===== src/rtl/to_lower_stream.sv =====
// Streaming ASCII upper-to-lower converter with a small output FIFO
// and saturating statistics counters for accepted and modified bytes.
module to_lower_stream #(
  parameter int DEPTH = 4,
  parameter int CNT_W = 16
) (
  input  logic                     clk,
  input  logic                     rst,
  input  logic                     en,
  input  logic [7:0]               in_data,
  input  logic                     in_valid,
  output logic                     in_ready,
  output logic [7:0]               out_data,
  output logic                     out_valid,
  input  logic                     out_ready,
  input  logic                     clr_counts,
  output logic [CNT_W-1:0]         byte_count,
  output logic [CNT_W-1:0]         conv_count,
  output logic [$clog2(DEPTH):0]   level
);

  localparam int AW = $clog2(DEPTH);
  localparam int LW = AW + 1;

  typedef enum logic [1:0] {EMPTY, PARTIAL, FULL} state_t;

  state_t          state, next_state;
  logic [LW-1:0]   level_next;
  logic [AW-1:0]   wr_ptr, rd_ptr;
  logic [7:0]      mem [DEPTH];
  logic            push, pop;
  logic            is_upper, do_conv;
  logic [7:0]      stored;

  // Handshakes depend only on registered state, so out_ready never reaches in_ready.
  assign in_ready  = (state != FULL);
  assign out_valid = (state != EMPTY);
  assign out_data  = mem[rd_ptr];
  assign push      = in_valid & in_ready;
  assign pop       = out_valid & out_ready;

  assign is_upper = (in_data >= 8'h41) && (in_data <= 8'h5A);
  assign do_conv  = en & is_upper;
  assign stored   = do_conv ? (in_data | 8'h20) : in_data;

  always_comb begin
    level_next = level;
    next_state = state;
    if (push && !pop)
      level_next = level + LW'(1);
    else if (pop && !push)
      level_next = level - LW'(1);
    if (level_next == '0)
      next_state = EMPTY;
    else if (level_next == LW'(DEPTH))
      next_state = FULL;
    else
      next_state = PARTIAL;
  end

  always_ff @(posedge clk or posedge rst) begin
    if (rst) begin
      state  <= EMPTY;
      level  <= '0;
      wr_ptr <= '0;
      rd_ptr <= '0;
    end else begin
      state <= next_state;
      level <= level_next;
      if (push)
        wr_ptr <= wr_ptr + AW'(1);
      if (pop)
        rd_ptr <= rd_ptr + AW'(1);
    end
  end

  // Storage is cleared on reset so out_data reads 0x00 until the first write.
  always_ff @(posedge clk or posedge rst) begin
    if (rst) begin
      for (int i = 0; i < DEPTH; i++)
        mem[i] <= 8'h00;
    end else if (push) begin
      mem[wr_ptr] <= stored;
    end
  end

  always_ff @(posedge clk or posedge rst) begin
    if (rst) begin
      byte_count <= '0;
      conv_count <= '0;
    end else if (clr_counts) begin
      byte_count <= '0;
      conv_count <= '0;
    end else if (push) begin
      if (byte_count != '1)
        byte_count <= byte_count + CNT_W'(1);
      if (do_conv && (conv_count != '1))
        conv_count <= conv_count + CNT_W'(1);
    end
  end

endmodule


===== config.mk =====
export PLATFORM = sky130hd
export DESIGN_NAME = to_lower_stream
export DESIGN_NICKNAME = d
export VERILOG_FILES = /design/src/rtl/to_lower_stream.sv
export SDC_FILE = /design/constraint.sdc
export NUM_CORES = 1
export LEC_CHECK = 0
export CORE_MARGIN = 2
export CORE_UTILIZATION = 37
export DETAILED_ROUTE_END_ITERATION = 10
export DONT_BUFFER_PORTS = 1
export GPL_TIMING_DRIVEN = 0
export SYNTH_ARGS = -nofsm -noshare
export SYNTH_HDL_FRONTEND = slang
export SYNTH_SLANG_ARGS = --single-unit

===== constraint.sdc =====
create_clock -name clk -period 2.3 [get_ports clk]
set_input_delay 0.46 -clock clk [delete_from_list [all_inputs] [get_ports clk]]
set_output_delay 0.46 -clock clk [all_outputs]
set_load 0.01 [all_outputs]

==> impl_results.md, run 1 <==
- Number of routed nets with antenna violations: 0
- TNS Setup: 0 ns
- Clock Path Buffers: 2
- CP Launch Type: register
- Critical path endpoint category: register
- Outcome: finished, final reports clean
- RSZ-0062 raised after global routing: false
- Crit path required time: 2.55 ns
- # clock sinks: 73
- Post-synth EDFFs: 0
- Synth Net Count: 348
- Pint: 0.00281 W
- Share of layout cells above drive strength 1: 20.6%
- Tot Pwr: 0.00410 W
- Routability Congestion: 0.727
- Non-Filler Instances: 473
- Routed vias/inst: 5.32
- Avg Synthesized Cell Area: 11.2 um2
- Worst-margin pin slew: 0.928 ns
- IO Port Bufs: 0
- Clk pwr share: 24.7%
- Worst r2r path cells: 7
- Sw frac: 31.5%
- Clock slew seen by the registers of the worst setup and hold paths: 0.08 ns
- GRT overflow: 0
- FF-to-FF End: conv_count[13]$_DFFE_PP0P_
- Worst hold margin: 0.157 ns
- Min cycle time layout: 2.18 ns
- Max Cap Viol: 0
- Asr flop ratio synth: 100%
- Power Density: 1010 nW/um2
- Core area: 9680 um2
- Io pins: 59
- Die width: 104 um
- Initial antenna violation count: 0
- Total leakage power: 1.62 nW
- Die ar.: 10700 um2
- Origin of the critical flop-to-flop path: conv_count[1]$_DFFE_PP0P_
- WP data arrival: 2.43 ns
- Worst setup endpoint: conv_count[13]$_DFFE_PP0P_
- CP Cell Sequence: ha_1 > and2_1 > nand4_1 > o2111ai_4 > buf_4 > nor3_1 > mux2_2
- Top FF cell, synth: dfrtp_1
- Slowest CP cell: dfrtp_1
- Slew margin rel.: 38.0%
- Wire per inst: 16.9 um
- Largest fanout on the critical path: 10
- Nets: 357
- Detailed-placement wirelength estimate: 5530 um
- Yosys cell types: 38
- Number of synthesized register bits: 73
- Max-slew violations: 0
- # Post-CTS Setup Buffers: 0
- Post-Route WL: 7980 um
- Hold Fails Final Rpt: 0
- NetSw: 0.00129 W
- Vias in the first global route: 2571
- Starting Density: 37.8%
- Later-pin clock latency in the skew report: 0.35 ns
- TritonCTS clock tree: built
- GR Util met2: 24.5%
- Global-route wire length before repair: 13500 um
- Area grow syn2layout: 10.7%
- Max Clock Freq: 458 MHz
- Met1 usage: 20.2%
- Die Y: 104 um
- Cts bufs inserted: 9
- DRT Pass-1 Iters: 4
- Register area share after synthesis: 49.8%
- Dpl cells: 460
- Final clock skew: 0.00730 ns
- Crit share post-route: 94.9%
- Worst R2R Setup Slack: 0.12 ns
- Critical Path Max Stage Delay: 0.47 ns
- Max IR drop VDD: 0.000500 V
- Sequential share of power: 47.7%
- Delay-heaviest family, CP: simple AND/OR/NAND/NOR gates
- Root Buffer Master: clkbuf_8
- Drc violations: 0
- Count of warnings emitted by yosys: 0
- Busiest layer in global routing: met2
- CP Class: register to register
- Combinational share of power: 27.6%
- Buf/Inv on CP: 1
- Largest net degree at the start of global routing: 42
- Hold Crit Class: primary input to asynchronous set/reset pin
- Global Route Usage Sum: 16.0%
- CP startpoint: conv_count[1]$_DFFE_PP0P_
- Synth Instances: 326
- Met3 Usage GRT: 5.35%
- Routed vias: 2514
- # diodes: 0
- 1st-iter DRT viols: 93
- Num rows: 36
- CTS HTree Levels: 3
- Critical path depth in cells: 7
- # setup viols final: 0
- Post-Syn Area: 3660 um2
- Utilization after layout: 41.9%
==> layer usage <==
metal | vias up | wire, um
li1 | 1199 | -
met1 | 1240 | 3540
met2 | 60 | 3710
met3 | 15 | 510
met4 | 0 | 210
met5 | - | 0
==> sequential cells by signal, summed over array words and instances (netlist names) <==
name,cells
wr_ptr,2
level,3
byte_count,16
rd_ptr,2
state,2
conv_count,16
mem,32
==> worst register-to-register path: stages, from the launching register on <==
cell and delay (ns):
dfrtp_1 0.47, ha_1 0.24, and2_1 0.21, nand4_1 0.15, o2111ai_4 0.18, buf_4 0.24, nor3_1 0.23, mux2_2 0.36
==> final cells by class <==
type	count	area [um2]
clock buffers	11	141
inverters	9	37.5
well taps	133	166
repair buffers	1	20.0
multi-input cells	231	1760
clock inverters	5	55.1
plain buffers	10	46.3
flip-flops and latches	73	1830
fillers	908	5630
==> logic make-up (layout without fill, tap and decap cells) <==
| group | count (synthesis) | count (layout) | synth area share [%] |
|---|---|---|---|
| fa+ha+maj | 8 | 8 | 2.73 |
| compound gates | 51 | 51 | 9.56 |
| flops | 73 | 73 | 49.8 |
| xor+xnor | 20 | 20 | 4.78 |
| simple gates | 109 | 109 | 15.1 |
| mux | 43 | 43 | 15.6 |
| buf+inv | 22 | 36 | 2.42 |
==> placed cells by master, fill, tap and decap left out, types with 2 or more instances in the layout <==
cell type and n:
o21ai_0 14, o31ai_1 5, or3_1 5, clkbuf_1 6, or4_1 7, nor2_1 24
clkinv_2 2, clkinvlp_4 3, mux4_2 8, dfrtp_1 72, buf_2 4, and3_1 5
nand4_1 6, nor4_1 2, or2_2 2, clkbuf_8 10, inv_1 7, nor3_1 7
a21oi_1 19, xnor2_1 19, nand3_1 10, a211oi_1 4, mux2i_1 3, nor2b_1 6
nand2_1 28, and4_1 3, ha_1 8, mux2_2 32, a2111oi_4 2
==> synthesized netlist by cell type, types with 6 or more instances <==
| cell type | n | share of area (%) |
|---|---|---|
| nand3_1 | 10 | 1.4 |
| nor2b_1 | 6 | 1.0 |
| nand4_1 | 6 | 1.0 |
| dfrtp_1 | 73 | 50 |
| clkbuf_1 | 8 | 0.82 |
| nor3_1 | 7 | 0.96 |
| or4_1 | 7 | 1.4 |
| a21oi_1 | 19 | 2.6 |
| nor2_1 | 24 | 2.5 |
| mux4_2 | 8 | 4.9 |
| mux2_2 | 32 | 9.8 |
| inv_1 | 8 | 0.82 |
| ha_1 | 8 | 2.7 |
| xnor2_1 | 19 | 4.5 |
| o21ai_0 | 14 | 1.9 |
| nand2_1 | 28 | 2.9 |
==> power groups by stage <==
stage / registers (W) / logic, W / clock network [W]
after floorplan: 0.00183 / 0.00104 / 0
after global placement: 0.00188 / 0.00120 / 0
after detailed placement: 0.00190 / 0.00125 / 0
after CTS: 0.00196 / 0.00115 / 0.00105
after global routing: 0.00203 / 0.00125 / 0.00110
final: 0.00196 / 0.00113 / 0.00101
==> how the worst min path moves through the flow <==
stage                        startpoint             endpoint  slack (ns)  cells past startpoint
finish                              rst  mem[14]$_DFFE_PP0P_        0.16                      1
floorplan           mem[13]$_DFFE_PP0P_  mem[13]$_DFFE_PP0P_        0.44                      2
global placement    mem[21]$_DFFE_PP0P_  mem[21]$_DFFE_PP0P_        0.46                      2
detailed placement  mem[21]$_DFFE_PP0P_  mem[21]$_DFFE_PP0P_        0.47                      2
CTS                                 rst  mem[19]$_DFFE_PP0P_        0.18                      1
global route                        rst  mem[21]$_DFFE_PP0P_        0.21                      1
==> stage by stage <==
stage               area [um2]  worst slack (ns)
finish                    4060             0.116
global route              4060            0.0159
CTS                       4040            0.0345
detailed placement        3850            0.0412
global placement          3830            0.0588
floorplan                 3670             0.278
==> timing repair <==
action	4_1_cts	5_1_grt
hold buffers	0	0
setup endpoints to repair	8	19
hold endpoints to repair	0	0
resized for setup	0	5
Power figures use the tool's default switching activity.
==> inputs of run 2 (changes only) <==
- GPL_TIMING_DRIVEN: 0 -> default
==> run 2 against run 1 <==
Effect of this change:
- via count down 0.84%
- combinational power barely moved
- power increased by 3.3%
- largest cell class unchanged
- non-clock buffer count is the same
- highest routed layer unchanged
- cell count is the same
- global-route usage down 0.50 points
==> impl_results.md, run 2 (synthesis gave the netlist of run 1 again) <==
- Routed vias/inst: 5.27 (-0.84%)
- Largest fanout on the critical path: 10 (unchanged)
- Worst-margin pin slew: 0.588 ns (-0.339 ns)
- Max FFs per register: 32 (unchanged)
- Hold Fails Final Rpt: 0 (unchanged)
- Critical path depth in cells: 1 (-6)
- Global Route Usage Sum: 15.5% (-0.50 points)
- Drc violations: 0 (unchanged)
- Critical path endpoint category: output port
- # Post-CTS Setup Buffers: 0 (unchanged)
- Crit share post-route: 92.8% (-2.2 points)
- RSZ-0062 raised after global routing: false
- Place WS: 0.332 ns (+0.290 ns)
- # diodes: 0 (unchanged)
- # setup viols final: 0 (unchanged)
- CP startpoint: rd_ptr[0]$_DFFE_PP0P_
- Max-slew violations: 0 (unchanged)
- Most frequent cells in the layout: dfrtp_1, mux2_2, nand2_1
- Die ar.: 10700 um2 (unchanged)
- Number of routed nets with antenna violations: 0 (unchanged)
- 1st-iter DRT viols: 76 (-18%)
- Largest net degree at the start of global routing: 37 (-12%)
- Power Density: 1030 nW/um2 (+2.1%)
- Vias in the first global route: 2516 (-2.1%)
- Min cycle time layout: 2.13 ns (-0.0500 ns)
- Hold Crit Class: primary input to asynchronous set/reset pin
- Slowest CP cell: dfrtp_1
- Wire per inst: 16.3 um (-3.5%)
- Clock Path Buffers: 2 (unchanged)
- Worst r2r path cells: 4 (-3)
- Biggest register: mem
- Critical Path Max Stage Delay: 0.68 ns (+0.21 ns)
- CP Cell Sequence: mux4_2
- Initial antenna violation count: 0 (unchanged)
- TNS Setup: 0 ns (unchanged)
- Dpl cells: 457 (-0.65%)
- CTS HTree Levels: 3 (unchanged)
- Routed vias: 2493 (-0.84%)
- Post-Route WL: 7690 um (-3.5%)
- # clock sinks: 73 (unchanged)
- CP Launch Type: register
- Post_cts resized: 0 (unchanged)
- GRT overflow: 0 (unchanged)
- Starting Density: 37.8% (unchanged)
- Worst hold margin: 0.0294 ns (-0.127 ns)
- CP Class: register to output port
- Area grow syn2layout: 12.0%
- Leading cell type in the layout, fill and taps excluded: dfrtp_1
- Core area: 9680 um2 (unchanged)
- Delay-heaviest family, CP: flip-flops
- Non-Filler Instances: 473 (unchanged)
- Routability Congestion: 0.745 (+2.4%)
- Max Cap Viol: 0 (unchanged)
- Num rows: 36 (unchanged)
- Buf/Inv on CP: 0 (-1)
- Io pins: 59 (unchanged)
- Later-pin clock latency in the skew report: 0.35 ns (about the same)
- Max IR drop VDD: 0.000366 V (-27%)
- Worst setup endpoint: out_data[5]
- Utilization after layout: 42.4% (+0.49 points)
- Crit path required time: 1.84 ns (-0.71 ns)
- Root Buffer Master: clkbuf_8
- Total leakage power: 1.66 nW (+2.9%)
- Global-route wire length before repair: 13100 um (-2.8%)
- Max Clock Freq: 469 MHz (+2.3%)
- WP data arrival: 1.67 ns (-0.76 ns)
- Origin of the critical flop-to-flop path: state[1]$_DFF_PP0_
- DRT Pass-1 Iters: 4 (unchanged)
- Hold-fix buffers, CTS: 0 (unchanged)
- Slew margin rel.: 60.7% (+23 points)
- Outcome: finished, final reports clean
- Die Y: 104 um (unchanged)
- FF-to-FF End: byte_count[15]$_DFFE_PP0P_
- IO Port Bufs: 0 (unchanged)
- Die width: 104 um (unchanged)
- Final clock skew: 0.00607 ns (-0.00123 ns)
- Worst R2R Setup Slack: 0.31 ns (+0.19 ns)
- TritonCTS clock tree: built
- Share of layout cells above drive strength 1: 21.8% (+1.2 points)
- Fin worst setup slack: 0.166 ns (+0.0500 ns)
- Nets: 357 (unchanged)
- Largest registers: mem (32), byte_count (16), conv_count (16)
- Clock slew seen by the registers of the worst setup and hold paths: 0.08 ns (about the same)
- Detailed-placement wirelength estimate: 5430 um (-1.9%)
- Cts bufs inserted: 9 (unchanged)
## run 2: worst min-delay path by stage
stage | start | to | slack, ns | cells past startpoint
2_1_floorplan | mem[13]$_DFFE_PP0P_ | mem[13]$_DFFE_PP0P_ | 0.44 | 2
3_3_place_gp | rst | mem[31]$_DFFE_PP0P_ | 0.42 | 1
3_5_place_dp | rst | mem[31]$_DFFE_PP0P_ | 0.43 | 1
4_1_cts | rst | mem[5]$_DFFE_PP0P_ | 0.03 | 1
5_1_grt | rst | mem[14]$_DFFE_PP0P_ | 0.06 | 1
6_report | rst | mem[14]$_DFFE_PP0P_ | 0.03 | 1
## run 2: power breakdown
group	switching, W	internal, W
sequential	0.000294	0.00165
clock	0.000484	0.000666
combinational	0.000501	0.000636
total	0.00128	0.00295
## run 2: through the flow
stage               total power [W]  cell area, um2
floorplan                   0.00287            3670
global placement            0.00307            3870
detailed placement          0.00314            3870
CTS                         0.00430            4100
global route                0.00451            4100
finish                      0.00423            4100
## run 2: final cells by class
| class | instances | area, um2 |
|---|---|---|
| Tap cell | 133 | 166 |
| Clock inverter | 5 | 77.6 |
| Sequential cell | 73 | 1830 |
| Clock buffer | 11 | 151 |
| Multi-Input combinational cell | 231 | 1750 |
| Timing Repair Buffer | 11 | 95.1 |
| Fill cell | 932 | 5580 |
| Inverter | 9 | 37.5 |
## run 2: routing by layer
layer	vias up	track usage [%]	wire length (um)
met4	0	7.24	149
met5	-	0	0
li1	1198	-	-
met2	51	23.0	3530
met1	1234	20.3	3570
met3	10	5.54	452
==> inputs of run 3 (changes only) <==
- GPL_ROUTABILITY_DRIVEN: default -> 0
==> results of run 3 <==
Same layout as run 2: the final DEF is identical, and so are final timing and power.
